===== src/rtl/bitmask_set_bit_enumerator_pkg.sv =====
// Shared definitions for the set-bit enumerator: FSM state encoding and a
// clog2 helper for instantiators sizing INDEX_WIDTH.
package bitmask_set_bit_enumerator_pkg;

   typedef enum logic {
      IDLE = 1'b0,
      EMIT = 1'b1
   } state_t;

   // Smallest r with 2**r >= value; constant-foldable for parameter use.
   function automatic int clog2(input int value);
      int result;
      result = 0;
      for (int i = 0; i < 31; i++) begin
         if ((1 << i) < value) begin
            result = i + 1;
         end
      end
      return result;
   endfunction

endpackage


===== src/rtl/bitmask_isolate_rightmost_1_bit.sv =====
// Isolates the least-significant set bit of a word: word & (~word + 1).
// A zero word yields zero.
module bitmask_isolate_rightmost_1_bit #(
   parameter int WORD_WIDTH = 8
) (
   input  logic [WORD_WIDTH-1:0] word,
   output logic [WORD_WIDTH-1:0] one_hot
);

   assign one_hot = word & (~word + WORD_WIDTH'(1));

endmodule


===== src/rtl/bitmask_set_bit_enumerator.sv =====
// Accepts a word and emits each set bit LSB-first as one-hot, index and
// last flag, one per output handshake, with no bubble between words.
module bitmask_set_bit_enumerator
   import bitmask_set_bit_enumerator_pkg::*;
#(
   parameter int WORD_WIDTH  = 8,
   parameter int INDEX_WIDTH = 3
) (
   input  logic                   clock,
   input  logic                   clear,
   input  logic                   word_in_valid,
   output logic                   word_in_ready,
   input  logic [WORD_WIDTH-1:0]  word_in,
   output logic                   bit_out_valid,
   input  logic                   bit_out_ready,
   output logic [WORD_WIDTH-1:0]  bit_out_one_hot,
   output logic [INDEX_WIDTH-1:0] bit_out_index,
   output logic                   bit_out_last
);

   state_t                  state;
   state_t                  state_next;
   logic [WORD_WIDTH-1:0]   held;
   logic [WORD_WIDTH-1:0]   held_next;
   logic [WORD_WIDTH-1:0]   held_cleared;
   logic [WORD_WIDTH-1:0]   one_hot;
   logic [INDEX_WIDTH-1:0]  index;
   logic                    is_last;
   logic                    out_fire;
   logic                    in_fire;

   bitmask_isolate_rightmost_1_bit #(
      .WORD_WIDTH (WORD_WIDTH)
   ) u_isolate (
      .word    (held),
      .one_hot (one_hot)
   );

   // Held word is zero whenever the FSM is IDLE, so one_hot/index are zero
   // there too; only last needs explicit gating.
   assign held_cleared    = held & (held - WORD_WIDTH'(1));
   assign bit_out_valid   = (state == EMIT);
   assign is_last         = bit_out_valid && (held_cleared == '0);
   assign out_fire        = bit_out_valid && bit_out_ready;
   assign word_in_ready   = (state == IDLE) || (out_fire && is_last);
   assign in_fire         = word_in_valid && word_in_ready;

   assign bit_out_one_hot = one_hot;
   assign bit_out_index   = index;
   assign bit_out_last    = is_last;

   // Each index bit is the OR of the one-hot lines whose position has it set.
   always_comb begin
      index = '0;
      for (int b = 0; b < INDEX_WIDTH; b++) begin
         for (int i = 0; i < WORD_WIDTH; i++) begin
            if (((i >> b) & 1) != 0) begin
               index[b] = index[b] | one_hot[i];
            end
         end
      end
   end

   always_comb begin
      // NOTE: defaults first so every path assigns every output; no latches.
      state_next = state;
      held_next  = held;
      if (out_fire) begin
         held_next = held_cleared;
         if (is_last) begin
            state_next = IDLE;
         end
      end
      // A new word overrides the retirement of the previous one.
      if (in_fire) begin
         held_next  = word_in;
         state_next = (word_in != '0) ? EMIT : IDLE;
      end
   end

   // NOTE: non-blocking assignments for registered state avoid ordering races.
   always_ff @(posedge clock) begin
      if (clear) begin
         state <= IDLE;
         held  <= '0;
      end else begin
         state <= state_next;
         held  <= held_next;
      end
   end

endmodule


===== config.mk =====
export PLATFORM = sky130hd
export DESIGN_NAME = bitmask_set_bit_enumerator
export DESIGN_NICKNAME = d
export VERILOG_FILES = /design/src/rtl/bitmask_set_bit_enumerator_pkg.sv /design/src/rtl/bitmask_isolate_rightmost_1_bit.sv /design/src/rtl/bitmask_set_bit_enumerator.sv
export SDC_FILE = /design/constraint.sdc
export NUM_CORES = 1
export LEC_CHECK = 0
export CORE_MARGIN = 2
export CORE_UTILIZATION = 43
export CTS_CLUSTER_DIAMETER = 80
export DETAILED_ROUTE_END_ITERATION = 10
export PLACE_DENSITY = 0.9
export SYNTH_ARGS = -nofsm -noshare
export SYNTH_HDL_FRONTEND = slang
export SYNTH_SLANG_ARGS = --single-unit

===== constraint.sdc =====
create_clock -name clock -period 3 [get_ports clock]
set_input_delay 0.3 -clock clock [delete_from_list [all_inputs] [get_ports clock]]
set_output_delay 0.3 -clock clock [all_outputs]
set_load 0.01 [all_outputs]

Word-level counts from Yosys, hierarchy flattened
Index checks and enable logic that the tools add are counted.
{"block": "op_classes", "n_reduce_logical": 10, "n_addsub": 2, "order_cmp": 0, "mux": 6, "bitwise": 13, "eq_ne": 0, "n_div": 0, "n_mul": 0, "shifts": 0}
{"op": "8-bit bitwise AND", "count": 2}
{"op": "8-bit two-way mux", "count": 2}
{"op": "1-bit OR", "count": 9}
{"op": "8-bit by 1-bit adder with 8-bit output, second input constant", "count": 1}
{"op": "8-bit zero test", "count": 1}
{"op": "8-bit NOT", "count": 1}
{"op": "8-bit nonzero test", "count": 1}
{"op": "8-bit by 1-bit subtractor with 8-bit output, second input constant", "count": 1}
{"op": "1-bit logical AND", "count": 4}
{"op": "1-bit two-way mux", "count": 4}
{"op": "2-bit nonzero test", "count": 2}
{"op": "2-bit AND reduction", "count": 1}
{"op": "1-bit logical OR", "count": 1}
{"op": "1-bit NOT", "count": 1}
{"block": "word_totals", "mem_bits_ro": 0, "word_cells": 33, "ram_bits": 0, "reg_bits": 9, "in_bits": 12, "mem_count": 0, "output_inout_bits": 14, "latch_bits": 0}

Longest topological paths before layout
Gate-level depths: netlist (run 1).
{"block": "depth", "depth_word": 9, "ltp_mapped": 6, "depth_no_buf": 5}

Hierarchy
Synthesis (run 1) repeated with hierarchy kept, for this count alone.
{"block": "hier_totals", "hier_cells": 103, "hier_area_um2": 837.1}
{"mod": "bitmask_set_bit_enumerator", "area_per_inst_um2": 753.2, "n_inst": 1, "cells_per_inst": 93, "seq_area_each_um2": 180.2}
{"mod": "bitmask_isolate_rightmost_1_bit", "area_per_inst_um2": 83.8, "n_inst": 1, "cells_per_inst": 10, "seq_area_each_um2": 0.0}

Worst setup path after synthesis (run 1)
No wires, ideal clock.
{"block": "synth_path", "kind": "register to output", "start": "reg held[0]", "end": "out word_in_ready", "stages_incl_launch_ff": 6, "slack_ns": 0.873, "path_buffers": 1, "arrival_time_ns": 1.827, "t_required_ns": 2.700, "path_cell_list": "dfxtp_1 -> or4_1 -> buf_2 -> a2111oi_4 -> nor2_1 -> o21ai_0"}
{"block": "synth_via", "elab_chain_len": 6}
{"item": "start: declaration", "line_no": "bitmask_set_bit_enumerator.sv:23", "source": "logic [WORD_WIDTH-1:0] held;"}
{"item": "start signal: assignment", "line_no": "bitmask_set_bit_enumerator.sv:88", "source": "held <= held_next;"}
{"item": "8-bit by 1-bit subtractor with 8-bit output", "line_no": "bitmask_set_bit_enumerator.sv:41", "source": "assign held_cleared = held & (held - WORD_WIDTH'(1));"}
{"item": "8-bit bitwise AND (*)", "line_no": "bitmask_set_bit_enumerator.sv:41"}
{"item": "8-bit zero test (*)", "line_no": "bitmask_set_bit_enumerator.sv:43", "source": "assign is_last = bit_out_valid && (held_cleared == '0);"}
{"item": "1-bit logical AND (*)", "line_no": "bitmask_set_bit_enumerator.sv:43"}
{"item": "1-bit logical AND (*)", "line_no": "bitmask_set_bit_enumerator.sv:45", "source": "assign word_in_ready = (state == IDLE) || (out_fire && is_last);"}
{"item": "1-bit logical OR (*)", "line_no": "bitmask_set_bit_enumerator.sv:45"}
{"item": "end: declaration", "line_no": "bitmask_set_bit_enumerator.sv:12", "source": "output logic word_in_ready,"}
Mark *: on every way between the ends. The rest lies on a longest branch, timed or not.

Worst setup path in the final report (run 1)
Ends and elaborated chain as after synthesis.

==> results_dict.tcl, run 1 <==
set metrics [dict create \
    post-cts-setup-buffer-count 0 \
    start_kind "register" \
    status "finished, final reports clean" \
    cp_top_family "simple AND/OR/NAND/NOR gates" \
    cts.sinks 9 \
    cp.arrival_ns 2.55 \
    holdPathStages 2 \
    hold_viol 0 \
    num_rows 13 \
    rrSetupSlack_ns 0.86 \
    die_y_um 41.6 \
    hpwl_mm 1.32 \
    rsz0062_at_grt "false" \
    final.min_clock_period_ns 2.85 \
    powerDensity_nw_per_um2 467 \
    period_share 0.951 \
    cp_max_fo 9 \
    fillers 112 \
    routedWlPerCell_um 15.3 \
    synth_area_um2 607 \
    n_antenna_cell 0 \
    die_w_um 41.6 \
    clk_pin_slew_ns 0.06 \
    viasPerCell 6.17 \
    combPwrFrac 0.396 \
    seq_area_frac_synth 0.297 \
    num_vias 697 \
    holdBufCountCts 0 \
    critPathKind "reg2out" \
    p_sw_frac 0.346 \
    yosys.area.top_type "dfxtp_1" \
    peakVddDrop_v 0.000310 \
    layout.nets 111 \
    async_flop_share 0 \
    initial_utilization 0.461 \
    grtUsageTotal 0.212 \
    p_leak_uw 0.000331 \
    grt_pass1_vias 610 \
    core_area_um2 1320 \
    synth_area_per_cell_um2 8.31 \
    drc_errors 0 \
    cpMaxStageDelayCell "or4_4" \
    synth_ff_type "dfxtp_1" \
    synth-seq-cells 9 \
    top_usage_layer "met2" \
    cap_violations 0 \
    dr.pass1.iters 4 \
    drive_gt1_frac 0.112 \
    cts-buffers-inserted 3 \
    yosys_warnings 0 \
    clock_path_buffers 2 \
    syn-instance-count 73 \
    tightest_slew_ns 0.517 \
    report.final.slew_viol_count 0 \
    p_int_uw 272 \
    r2r-end "held[1]" \
    critPathBufInv 1 \
    endpoint_kind "output port" \
    tns_ns 0 \
    final_common_cell "clkdlybuf4s50_1" \
    grt_use_met2 0.372 \
    finalWorstSetupSlack_ns 0.147 \
    hp-class "reg2reg" \
    ys_top_cells_by_area "dfxtp_1, a32o_1, nor2_1" \
    syn_to_final_growth_pct 46.6 \
    dieArea_um2 1730 \
    timing.rr.start "held[0]" \
    hold_path_end "held[4]" \
    seq_power_share 0.367 \
    io_buffers 25 \
    ys_types 33 \
    root_buffer "clkbuf_4" \
    netSwitchingPower_uw 144 \
    cp_slowest_stage_delay_ns 0.61 \
    skew_ns 0.000198 \
    fmax_mhz 351 \
    max-slew-margin-rel 0.655 \
    use_met3 0.0522 \
    drt_iter0_markers 26 \
    finalWirelength_mm 1.72 \
    grt_overflow 0 \
    power_frac_clock 0.237 \
    ant_nets 0 \
    synth_top_area_frac 0.297 \
    hold_ws_ns 0.563 \
    io-pin-count 26 \
    insertion_delay_ns 0.27 \
    synth_edf_count 0 \
    gp_congestion 0.876 \
    met1_usage 0.239 \
    pre_cts_ws_ns 0.273 \
    setup_violations 0 \
    cp.required_ns 2.70 \
    cts_tree "yes" \
    rr_worst_depth 5 \
    layout_common_cells "clkdlybuf4s50_1, dfxtp_1, nor2_1" \
    synthesis.nets 85 \
    cts-htree-levels 1 \
    grt_max_degree 10 \
    grt_pass1_wl_mm 2.79 \
    antenna_found_initial 0 \
    crit_chain "or4_4, a2111oi_4, nor2_1, o21ai_2, clkdlybuf4s50_1" \
    min_from "held[4]" \
]
==> cells by family (layout without fill, tap and decap cells) <==
logic type	after synthesis	count (layout)	share of synthesized area
AOI/OAI and AO/OA	25	25	0.371
and+or+nand+nor	30	30	0.258
adders and majority gates	1	1	0.0165
DFF	9	9	0.297
buffers and inverters	8	33	0.0577
==> worst max path at each step <==
| stage | cells past startpoint | startpoint | slack [ns] | end |
|---|---|---|---|---|
| 2_1_floorplan | 5 | held[0] | 0.87 | word_in_ready |
| 6_report | 5 | held[0] | 0.15 | word_in_ready |
| 5_1_grt | 5 | held[0] | 0.03 | word_in_ready |
| 3_5_place_dp | 5 | held[0] | 0.27 | word_in_ready |
| 3_3_place_gp | 5 | held[0] | 0.36 | word_in_ready |
| 4_1_cts | 5 | held[0] | 0.07 | word_in_ready |
==> cell type report <==
type                       instances  area, µm²  area share
multi-input combinational         56        399       0.449
timing repair buffer              25        250       0.281
sequential                         9        180       0.203
clock buffer                       4       26.3      0.0295
tap                               15       18.8      0.0211
inverter                           4       15.0      0.0169
==> per-layer routing <==
| layer | wire length (µm) | part of all wire | vias up |
|---|---|---|---|
| li1 | - | - | 333 |
| met1 | 668 | 0.39 | 321 |
| met2 | 890 | 0.52 | 37 |
| met3 | 127 | 0.074 | 6 |
| met4 | 38 | 0.022 | 0 |
| met5 | 0 | 0 | - |
==> worst min-delay path: stages (launching register included) <==
cell	delay (ns)
dfxtp_1	0.37
nand2_1	0.08
o2bb2ai_1	0.07
==> flip-flops by register name (all words and copies together) (netlist names) <==
register / cells
held: 8
bit_out_valid: 1
==> timing repair <==
item,in CTS,in global routing
gates cloned,0,0
resized for setup,1,2
setup endpoints to repair,1,1
endpoints found under the hold margin,0,0
==> power by group through the flow <==
stage	clock (µW)	sequential [µW]	combinational, µW
after floorplan	0	147	94.1
after global placement	0	153	157
after detailed placement	0	154	160
after CTS	101	152	163
after global routing	106	154	178
final	98.5	153	165
==> cells in the mapped netlist (all sizes together), types with 3 or more instances <==
library cell  instances
dfxtp                 9
nor2                  8
a21oi                 6
a32o                  5
inv                   4
nand2                 4
nor3                  3
o21ai                 3
or4                   3
==> through the flow <==
stage / util / instance area, µm² / power, µW / cells
floorplan: - / 607 / 241 / 73
global placement: 0.650 / 856 / 309 / 109
detailed placement: 0.650 / 856 / 314 / 109
CTS: 0.672 / 886 / 415 / 113
global route: 0.675 / 890 / 438 / 113
finish: 0.675 / 890 / 416 / 113
Power figures use the tool's default switching activity.
==> run 2: changes to the inputs <==
--- a/config.mk
+++ b/config.mk
@@ -10,6 +10,7 @@
 export CTS_CLUSTER_DIAMETER = 80
 export DETAILED_ROUTE_END_ITERATION = 10
 export PLACE_DENSITY = 0.9
+export SETUP_SLACK_MARGIN = 0.02
 export SYNTH_ARGS = -nofsm -noshare
 export SYNTH_HDL_FRONTEND = slang
 export SYNTH_SLANG_ARGS = --single-unit
==> results of run 2 <==
The final DEF is identical to that of run 1; final timing and power are the same.
==> run 3: changes to the inputs <==
--- a/config.mk
+++ b/config.mk
@@ -10,6 +10,7 @@
 export CTS_CLUSTER_DIAMETER = 80
 export DETAILED_ROUTE_END_ITERATION = 10
 export PLACE_DENSITY = 0.9
+export RECOVER_POWER = 100
 export SETUP_SLACK_MARGIN = 0.02
 export SYNTH_ARGS = -nofsm -noshare
 export SYNTH_HDL_FRONTEND = slang
==> constraint.sdc (replaced) <==
create_clock -name clock -period 3 [get_ports clock]
set_input_delay 0.6 -clock clock [delete_from_list [all_inputs] [get_ports clock]]
set_output_delay 0.6 -clock clock [all_outputs]
set_load 0.01 [all_outputs]
==> results_dict.tcl, run 3 (synthesis gave the netlist of run 1 again) <==
set metrics [dict create \
    core_area_um2 1320 \
    pre_cts_ws_ns 0.141 \
    startpoint "held[2]" \
    grt_overflow 0 \
    num_vias 722 \
    p_sw_frac 0.348 \
    grtUsageTotal 0.221 \
    viasPerCell 6.12 \
    final_common_cell "clkdlybuf4s50_1" \
    dieArea_um2 1730 \
    tns_ns 0 \
    largest_reg_flops 8 \
    drive_gt1_frac 0.146 \
    seq_power_share 0.353 \
    drt_iter0_markers 29 \
    die_y_um 41.6 \
    drc_errors 0 \
    cts-buffers-inserted 3 \
    tightest_slew_ns 0.611 \
    root_buffer "clkbuf_4" \
    finalWirelength_mm 1.82 \
    hpwl_mm 1.36 \
    min_from "held[4]" \
    endpoint_kind "output port" \
    antenna_found_initial 0 \
    fin_util 0.696 \
    cp.arrival_ns 2.29 \
    clock_path_buffers 2 \
    fillers 106 \
    netSwitchingPower_uw 146 \
    io_buffers 25 \
    hold_path_end "held[4]" \
    dr.pass1.iters 4 \
    cp_max_fo 6 \
    combPwrFrac 0.413 \
    num_rows 13 \
    setup_violations 0 \
    holdBufCountCts 0 \
    cts_tree "yes" \
    grt_max_degree 10 \
    rrSetupSlack_ns 0.69 \
    cts-htree-levels 1 \
    insertion_delay_ns 0.27 \
    final.min_clock_period_ns 2.89 \
    report.final.slew_viol_count 0 \
    r2r-end "held[1]" \
    p_int_uw 274 \
    cts.sinks 9 \
    layout_common_cells "clkdlybuf4s50_1, dlygate4sd3_1, dfxtp_1" \
    skew_ns 0.00371 \
    critPathKind "reg2out" \
    clk_pin_slew_ns 0.06 \
    routedWlPerCell_um 15.4 \
    timing.rr.start "held[3]" \
    period_share 0.964 \
    fmax_mhz 346 \
    cap_violations 0 \
    multiInputGateArea_um2 397 \
    start_kind "register" \
    hold_viol 0 \
    hp-class "reg2reg" \
    gp_congestion 0.946 \
    rr_worst_depth 6 \
    peakVddDrop_v 0.000326 \
    initial_utilization 0.461 \
    hold_ws_ns 0.555 \
    top_register "held" \
    die_w_um 41.6 \
    post-cts-setup-buffer-count 0 \
    syn_to_final_growth_pct 51.1 \
    grt_pass1_vias 681 \
    powerDensity_nw_per_um2 458 \
    ff_latch_area_um2 180 \
    holdPathStages 2 \
    rsz0062_at_grt "false" \
    ant_nets 0 \
    layout.nets 116 \
    n_antenna_cell 0 \
    status "finished, final reports clean" \
    cp.required_ns 2.40 \
    finalWorstSetupSlack_ns 0.109 \
    power_frac_clock 0.235 \
    max-slew-margin-rel 0.593 \
    io-pin-count 26 \
    grt_pass1_wl_mm 2.89 \
    p_leak_uw 0.000382 \
]
[run 3: metrics by stage]
step	cell area, µm²	power (µW)	std cells
final	917	420	118
after detailed placement	893	324	114
after CTS	927	427	118
after global placement	893	321	114
after global routing	917	441	118
after floorplan	607	241	73
[run 3: what timing repair did]
item / in CTS / in global routing
setup endpoints to repair: 2 / 2
pin swaps: 0 / 1
gates resized for setup: 4 / 3
[run 3: final cells by class]
type,instances,share of cell area
Sequential cell,9,0.196
Clock buffer,4,0.0286
Multi-Input combinational cell,56,0.432
Timing Repair Buffer,30,0.306
Inverter,4,0.0164
Tap cell,15,0.0205
[run 3: worst max path at each step]
stage	slack, ns	depth (start not counted)	endpoint
floorplan	0.57	5	word_in_ready
global placement	0.23	5	word_in_ready
detailed placement	0.14	5	word_in_ready
CTS	0.02	6	bit_out_one_hot[7]
global route	0.04	6	bit_out_one_hot[7]
finish	0.11	6	bit_out_one_hot[7]
[run 3: metal layers]
layer,global-route usage,part of all wire
met5,0,0
met4,0.142,0.017
met3,0.0478,0.090
met2,0.356,0.50
met1,0.263,0.40
[run 3: power by group through the flow]
stage	combinational (µW)	sequential, µW	clock (µW)
CTS	180	147	100
global placement	172	149	0
detailed placement	175	149	0
finish	173	148	98.5
floorplan	94.1	147	0
global route	188	149	103
[run 3: critical path, stage by stage (launching register included)]
cell             delay [ns]
dfxtp_1                0.36
or4_4                  0.52
clkbuf_2               0.17
nand2b_4               0.19
nor2_4                 0.10
and3_1                 0.16
clkdlybuf4s50_1        0.53
